==> src/rtl/mat_out_fifo_pkg.sv <==
// Shared matrix-accelerator parameters, also used by mat_mul.
// Provides the default matrix dimension (log2), the word width and
// the derived words-per-matrix values.
package mat_out_fifo_pkg;

  localparam int MAT_DIM_LOG    = 1;
  localparam int MAT_DATA_WIDTH = 32;
  localparam int MAT_SIZE_LOG   = 2 * MAT_DIM_LOG;
  localparam int MAT_SIZE       = 2 ** MAT_SIZE_LOG;

  // A DIM x DIM matrix holds 2**(2*DIM_LOG) words.
  function automatic int size_log(input int dim_log);
    return 2 * dim_log;
  endfunction

endpackage

==> src/rtl/fifo_ram.sv <==
// Storage array for mat_out_fifo.
// One synchronous write port and one asynchronous read port, so the
// read side can present the head word in the same cycle its address
// is known (first-word-fall-through). Maps onto LUTRAM.
//   i_clk            clock
//   i_we/i_waddr/i_wdata   write port
//   i_raddr/o_rdata        read port
module fifo_ram #(
  parameter int ADDR_W = 3,
  parameter int DATA_W = 32
) (
  input  logic              i_clk,
  input  logic              i_we,
  input  logic [ADDR_W-1:0] i_waddr,
  input  logic [DATA_W-1:0] i_wdata,
  input  logic [ADDR_W-1:0] i_raddr,
  output logic [DATA_W-1:0] o_rdata
);

  logic [DATA_W-1:0] r_mem [2**ADDR_W];

  always_ff @(posedge i_clk) begin
    if (i_we) r_mem[i_waddr] <= i_wdata;
  end

  assign o_rdata = r_mem[i_raddr];

endmodule

==> src/rtl/mat_out_fifo.sv <==
// Result FIFO between mat_mul (AXI-Stream slave side) and the DMA
// (AXI-Stream master side). Holds two full result matrices, regenerates
// tlast from its own output word count and flags upstream framing errors.
//   s00_axi_aclk / s00_axi_aresetn   clock, async active-low reset
//   s00_axis_*                       input stream from mat_mul
//   m00_axis_*                       output stream to DMA
//   err_clr / frame_err              sticky framing-error flag and clear
//   level                            words currently stored
//   frames_out                       completed output matrices, mod 256
module mat_out_fifo
  import mat_out_fifo_pkg::*;
#(
  parameter  int DIM_LOG    = MAT_DIM_LOG,
  parameter  int DATA_WIDTH = MAT_DATA_WIDTH,
  localparam int SIZE_LOG   = size_log(DIM_LOG),
  localparam int SIZE       = 2 ** SIZE_LOG,
  localparam int DEPTH_LOG  = SIZE_LOG + 1,
  localparam int DEPTH      = 2 ** DEPTH_LOG
) (
  input  logic                    s00_axi_aclk,
  input  logic                    s00_axi_aresetn,
  input  logic [DATA_WIDTH-1:0]   s00_axis_tdata,
  input  logic                    s00_axis_tvalid,
  input  logic                    s00_axis_tlast,
  output logic                    s00_axis_tready,
  output logic [DATA_WIDTH-1:0]   m00_axis_tdata,
  output logic                    m00_axis_tvalid,
  output logic                    m00_axis_tlast,
  output logic [DATA_WIDTH/8-1:0] m00_axis_tstrb,
  input  logic                    m00_axis_tready,
  input  logic                    err_clr,
  output logic                    frame_err,
  output logic [DEPTH_LOG:0]      level,
  output logic [7:0]              frames_out
);

  localparam logic [DEPTH_LOG-1:0] PTR_ONE = {{(DEPTH_LOG-1){1'b0}}, 1'b1};
  localparam logic [DEPTH_LOG:0]   LVL_ONE = {{DEPTH_LOG{1'b0}}, 1'b1};
  localparam logic [SIZE_LOG-1:0]  CNT_ONE = {{(SIZE_LOG-1){1'b0}}, 1'b1};

  logic [DEPTH_LOG-1:0]  r_wr_ptr, r_rd_ptr;
  logic [DEPTH_LOG:0]    r_level, w_level_nxt;
  logic [SIZE_LOG-1:0]   r_in_cnt, r_out_cnt;
  logic [7:0]            r_frames;
  logic                  r_err, r_rdy;
  logic                  w_push, w_pop, w_valid, w_last_out, w_fr_err;
  logic [DATA_WIDTH-1:0] w_rdata;

  // SIZE is a power of two, so SIZE-1 is all ones and counters wrap
  // for free.
  assign w_valid    = (r_level != '0);
  assign w_push     = s00_axis_tvalid & r_rdy;
  assign w_pop      = w_valid & m00_axis_tready;
  assign w_last_out = w_valid & (r_out_cnt == '1);
  assign w_fr_err   = w_push & (s00_axis_tlast != (r_in_cnt == '1));

  always_comb begin
    w_level_nxt = r_level;
    case ({w_push, w_pop})
      2'b10:   w_level_nxt = r_level + LVL_ONE;
      2'b01:   w_level_nxt = r_level - LVL_ONE;
      default: w_level_nxt = r_level;
    endcase
  end

  always_ff @(posedge s00_axi_aclk or negedge s00_axi_aresetn) begin
    if (!s00_axi_aresetn) begin
      r_wr_ptr  <= '0;
      r_rd_ptr  <= '0;
      r_level   <= '0;
      r_in_cnt  <= '0;
      r_out_cnt <= '0;
      r_frames  <= '0;
      r_err     <= 1'b0;
      r_rdy     <= 1'b0;
    end else begin
      if (w_push) begin
        r_wr_ptr <= r_wr_ptr + PTR_ONE;
        r_in_cnt <= r_in_cnt + CNT_ONE;
      end
      if (w_pop) begin
        r_rd_ptr  <= r_rd_ptr + PTR_ONE;
        r_out_cnt <= r_out_cnt + CNT_ONE;
        if (w_last_out) r_frames <= r_frames + 8'd1;
      end
      r_level <= w_level_nxt;
      // Level never exceeds DEPTH, so its MSB alone means "full".
      // Registered so tready has no path from m00_axis_tready.
      r_rdy   <= ~w_level_nxt[DEPTH_LOG];
      // Set has priority over clear.
      if (w_fr_err)     r_err <= 1'b1;
      else if (err_clr) r_err <= 1'b0;
    end
  end

  fifo_ram #(
    .ADDR_W (DEPTH_LOG),
    .DATA_W (DATA_WIDTH)
  ) u_ram (
    .i_clk   (s00_axi_aclk),
    .i_we    (w_push),
    .i_waddr (r_wr_ptr),
    .i_wdata (s00_axis_tdata),
    .i_raddr (r_rd_ptr),
    .o_rdata (w_rdata)
  );

  // Stale RAM contents are masked so an empty FIFO (and reset) shows 0.
  assign m00_axis_tdata  = w_valid ? w_rdata : '0;
  assign m00_axis_tvalid = w_valid;
  assign m00_axis_tlast  = w_last_out;
  assign m00_axis_tstrb  = '1;
  assign s00_axis_tready = r_rdy;
  assign level           = r_level;
  assign frames_out      = r_frames;
  assign frame_err       = r_err;

endmodule

==> config.mk <==
export PLATFORM = sky130hd
export DESIGN_NAME = mat_out_fifo
export DESIGN_NICKNAME = d
export VERILOG_FILES = /design/src/rtl/mat_out_fifo_pkg.sv /design/src/rtl/fifo_ram.sv /design/src/rtl/mat_out_fifo.sv
export SDC_FILE = /design/constraint.sdc
export NUM_CORES = 1
export LEC_CHECK = 0
export CAP_MARGIN = 20
export CORE_UTILIZATION = 50
export DETAILED_ROUTE_END_ITERATION = 7
export GPL_TIMING_DRIVEN = 0
export HOLD_SLACK_MARGIN = 0.05
export MAX_ROUTING_LAYER = met4
export PLACE_DENSITY = 0.72
export SYNTH_ARGS = -nofsm -noshare
export SYNTH_HDL_FRONTEND = slang
export SYNTH_SLANG_ARGS = --single-unit
export TNS_END_PERCENT = 20
==> constraint.sdc <==
create_clock -name s00_axi_aclk -period 9.8 [get_ports s00_axi_aclk]
set_input_delay 2.94 -clock s00_axi_aclk [delete_from_list [all_inputs] [get_ports s00_axi_aclk]]
set_output_delay 2.94 -clock s00_axi_aclk [all_outputs]
set_load 0.01 [all_outputs]
-- Word-level counts from Yosys, hierarchy flattened
Memory sizes are Yosys's and may differ from the RTL's.
Cells that the tools add are included.
- $add $sub $neg: 7
- multipliers: 0
- divide/modulo/power cells: 0
- order comparisons: 0
- eq/ne operators: 5
- shift operators: 0
- muxes and demuxes: 6
- bitwise logic cells: 5
- reduce and logical (&&, ||, !) cells: 4
- operators by type and width (operator ; count):
    32-bit two-way mux ; 1
    8-bit by 1-bit adder with 8-bit output, second input constant ; 1
    4-bit one-hot mux with 2 select lines ; 1
    3-bit by 1-bit adder with 3-bit output, second input constant ; 2
    2-bit == test, second input constant ; 3
    2-bit by 1-bit adder with 2-bit output, second input constant ; 2
    4-bit by 1-bit adder with 4-bit output, second input constant ; 1
    1-bit AND ; 4
    1-bit two-way mux ; 4
    2-bit nonzero test ; 2
    4-bit nonzero test ; 1
    4-bit by 1-bit subtractor with 4-bit output, second input constant ; 1
    2-bit by 1-bit == test with 1-bit output, second input constant ; 1
    2-bit AND reduction ; 1
    1-bit != test ; 1
    1-bit inverter ; 1
- register bits: 24
- latch bits: 0
- RAM bits: 256
- ROM bits: 0
- bits of input ports: 38
- output and inout bits: 52
- word-level logic and storage cells: 37
- memories: 1
- memories (memory ; depth ; bits a word ; rd ports ; clocked after memory_dff ; write ports ; RTL line ; text):
    u_ram.r_mem ; 8 ; 32 ; 1 ; 0 ; 1 ; fifo_ram.sv:20 ; logic [DATA_W-1:0] r_mem [2**ADDR_W];

-- Logic depth before layout (Yosys ltp)
Gate-level depths: netlist of run 1.
- depth after elaboration: 5
- mapped depth: 10
- depth with buffers taken out: 10

-- Cells and area by module
From an unflattened synthesis of run 1, not the netlist that was laid out.
- cells, all modules: 512
- area, all modules: 11203.2 um2
- modules (own cells, without submodules) (module ; instances ; cells each ; area an instance (um2) ; sequential area each (um2)):
    fifo_ram ; 1 ; 383 ; 9825.7 ; 7687.4
    mat_out_fifo ; 1 ; 129 ; 1377.6 ; 600.6

-- Least setup slack after synthesis of run 1
OpenSTA, ideal clock, no wires.
- path type: input port to flip-flop
- start: in s00_axis_tvalid
- end: mem u_ram.r_mem[0][0] (enable)
- setup time: 502 ps
- data arrival time: 6275 ps
- data required time: 9298 ps
- setup slack: 3023 ps
- cell stages on the path: 2
- path buffers: 0
- cell sequence: nand2_1 nor4_1
- word-level cells in the longest chain between the ends: 3
- RTL lines (item ; RTL line ; text):
    start: declaration ; mat_out_fifo.sv:23 ; input logic s00_axis_tvalid,
    1-bit AND ; mat_out_fifo.sv:52 ; assign w_push = s00_axis_tvalid & r_rdy;
    1-bit two-way mux ; fifo_ram.sv:23 ; if (i_we) r_mem[i_waddr] <= i_wdata;
    1-bit two-way mux (implied by the code) ; fifo_ram.sv:23 ;
    end: declaration ; fifo_ram.sv:20 ;
Every way passes these cells.

-- Worst setup path in the final report of run 1
- start: reg r_rd_ptr[1]
- end: out m00_axis_tdata[23]
- word-level cells in the longest chain between the ends: 2
- RTL lines (item ; RTL line ; text):
    start: declaration ; mat_out_fifo.sv:41 ; logic [DEPTH_LOG-1:0] r_wr_ptr, r_rd_ptr;
    start signal: assignment ; mat_out_fifo.sv:82 ; r_rd_ptr <= r_rd_ptr + PTR_ONE;
    memory read 8 x 32 bit ; -- ;
    32-bit two-way mux ; mat_out_fifo.sv:109 ; assign m00_axis_tdata = w_valid ? w_rdata : '0;
    end: declaration ; mat_out_fifo.sv:26 ; output logic [DATA_WIDTH-1:0] m00_axis_tdata,
Every way passes these cells.

==> results of run 1 <==
-- power by group --
part / total, mW / internal (mW) / switching (mW)
registers: 1.54 / 1.46 / 0.0786
clock network: 1.09 / 0.648 / 0.440
logic: 1.37 / 0.719 / 0.653
total: 4.00 / 2.83 / 1.17
-- metal layers --
layer / GRT usage [%] / part of all wire, %
met5: - / 0
met4: 4.490 / 2.0
met3: 3.537 / 5.0
met2: 32.89 / 51
met1: 27.25 / 42
-- registers in the layout, indices dropped and copies added (netlist names), named ones only --
name	count
r_wr_ptr	3
u_ram.r_mem	256
frame_err	1
r_in_cnt	2
r_out_cnt	2
r_rd_ptr	3
s00_axis_tready	1
level	3
frames_out	8
-- kinds of logic after synthesis --
kind of cell,after synthesis
xor gates and xnor gates,19
buffers and inverters,28
muxes,102
DFF,280
and+or+nand+nor,64
AOI/OAI and AO/OA,8
other,1
adders and majority gates,9
-- per-stage QoR --
step	util, %	hold slack, ns
2_1_floorplan	-	0.4528
3_3_place_gp	57.03	0.4623
3_5_place_dp	58.63	0.4684
4_1_cts	63.13	0.4763
5_1_grt	63.21	0.4929
6_report	63.21	0.4756
-- cell usage in the layout (no fill, tap or decap), types with 3 or more instances in the layout --
cell type / netlist / layout
nor3_2: 0 / 4
xnor2_1: 15 / 15
mux2_2: 3 / 3
nor2_4: 0 / 3
conb_1: 1 / 4
mux2i_1: 32 / 32
buf_6: 0 / 13
nor2_1: 37 / 34
nand3_1: 6 / 6
buf_8: 0 / 4
nand2_1: 5 / 5
bufinv_16: 0 / 4
ha_1: 9 / 9
buf_4: 9 / 14
clkinv_1: 0 / 3
o21ai_0: 3 / 3
xor2_1: 4 / 4
dfrtp_1: 24 / 24
clkdlybuf4s50_1: 0 / 85
buf_1: 4 / 4
clkbuf_16: 0 / 29
buf_12: 0 / 3
mux4_2: 64 / 64
clkbuf_1: 8 / 10
clkinv_2: 0 / 11
buf_2: 4 / 4
edfxtp_1: 256 / 256
-- how the worst max path moves through the flow --
stage                    endpoint  slack [ns]  depth (start not counted)
6_report       m00_axis_tdata[23]        3.86                          6
4_1_cts        m00_axis_tdata[23]        3.83                          4
3_3_place_gp   u_ram.r_mem[0][20]       -0.55                          3
3_5_place_dp   m00_axis_tdata[23]        4.40                          4
5_1_grt        m00_axis_tdata[17]        3.76                          4
2_1_floorplan   u_ram.r_mem[0][0]        3.02                          2
-- critical path, cell delays in order, from the launching register on --
cell and delay (ns):
dfrtp_1 0.38, buf_2 0.26, clkbuf_1 0.61, mux4_2 0.35
mux2i_1 0.07, nor2_1 0.19, clkdlybuf4s50_1 0.60
-- cell type report --
cell class	instances	area, sq um
antenna	1	2.502
buffer	25	132.6
clock buffer	31	733.2
clock inverter	22	221.5
fill	1477	7807
inverter	3	11.26
multi-input combinational	206	2525
sequential	280	8288
tap	275	344.1
timing repair buffer	110	1155
==> results.toml, run 1 <==
[critical_path]
worstPathRequired_ns = 6.86
cp-startpoint = "r_rd_ptr[1]"
start_kind = "flip-flop"
setup.reg_to_reg.worst_slack_ns = 6.86
worst-path-max-fanout = 10
crit_type = "reg -> out"
endpoint_kind = "output pin"
worstReg2RegEnd = "s00_axis_tready"
cp.arrival_ns = 3.00
r2r_start = "level[1]"
reg2reg_depth = 10

[yosys]
syn_area_per_cell_sq_um = 21.32
yosys-mux-area-fraction_pct = 16.82
synth_area_sq_um = 10900
synth_fa_ha_area_share_pct = 1.033
synthTopCellsByArea = "edfxtp_1, mux4_2, dfrtp_1"
synth_top_family_by_area = "multiplexers"
synth_edf_count = 256
synth.distinct_cells = 35
ys_top_cells_by_count = "edfxtp_1, mux4_2, nor2_1"
syn_inst = 511
synthArstFlopShare_pct = 8.571
ys_warn_count = 0
synth_xor_area_share_pct = 1.527
yosysMostFrequentCell = "edfxtp_1"
ys_seq_area_share_pct = 76.06
ys_seq_elements = 280
synth_flop_cell = "edfxtp_1"
synthSimpleGateAreaFrac_pct = 2.790
synth_compound_area_share_pct = 0.4134
yosys.area.top_type = "edfxtp_1"
synth_top_cell_area_share_pct = 70.55

[global_route]
grt_first_pass_wirelength_um = 32550
grt_pass1_vias = 5642
grt_max_degree = 27
antenna_found_initial = 1
overflow = 0
grt_usage_pct = 20.35

[sta]
finalSetupTns_ns = 0
hold_violations = 0
grt_setup_unrepaired = "false"
drv_slew = 0
worst_slew_pin_slew_ns = 0.9758
finalCriticalPeriod_ns = 5.941
slew_headroom_pct = 34.95
min_period_over_period_pct = 60.62
final-setup-viol-count = 0
worst_slack_ns = 3.859
max_freq_mhz = 168.3
clock_skew_ns = 0.006789

[clocking]
cts_buffers = 29
cts_setup_buffers = 0
clkSinkCount = 280
htreeDepth = 1
ctsHoldBuffers = 0
ctsResizeCount = 0
clkTransAtPathRegs_ns = 0.06
clock_latency_ns = 0.53
cts_max_path_buffers = 3
root_buffer = "clkbuf_16"
cts_tree = "built"

[job]
drv_cap = 0

[placed_design]
placed_cells = 898
gp_congestion = 0.7135
place_ws_ns = 4.400
dp_hpwl_um = 13520
place_area_sq_um = 12440
port_buffers = 85

[die]
dieWidth_um = 149.6
fp.dieArea_sq_um = 22390
num_rows = 53
io_pins = 90
core_sq_um = 21220
start_util_pct = 51.35
die_h_um = 149.6

[worst_hold_path]
hold_path.class = "reg -> reg"
holdPathEnd = "frames_out[7]"
hold_depth = 1
worstHoldStart = "frames_out[7]"

[drt]
vias = 5317
drt_pass1_iterations = 4
via_per_inst = 5.579
antenna_left = 0
wl_per_cell_um = 22.17
route.final.wire_length_um = 21130
drc_errors = 0
first_iter_violations = 333

[final_layout]
syn2layout_area_growth_pct = 23.09
fin_nets = 702
stdcell_area_sq_um = 13410
fin_cells = 953
drive_gt1_share_pct = 24.67

[run_status]
status = "complete, no violations"

[pwr]
p_leak_nw = 4.544
p_per_area_nw_per_um2 = 298.2
ir_worst_vdd_mv = 0.2084
power_mw = 4.000
Power figures use the tool's default switching activity.
==> run 2: changes to the inputs <==
- clock period: 9.8 -> 5.6 ns (I/O delays scaled with it)
==> results of run 2 <==
Same layout as run 1 (identical final DEF). Status: complete, no violations.
Main changes from that run: setup slack after placement 4.400 ns -> 1.460 ns; setup slack after layout 3.859 ns -> 0.9188 ns; register-to-register setup slack 6.86 ns -> 2.66 ns; total power 4.000 mW -> 6.999 mW; worst IR drop on VDD 0.2084 mV -> 0.3647 mV
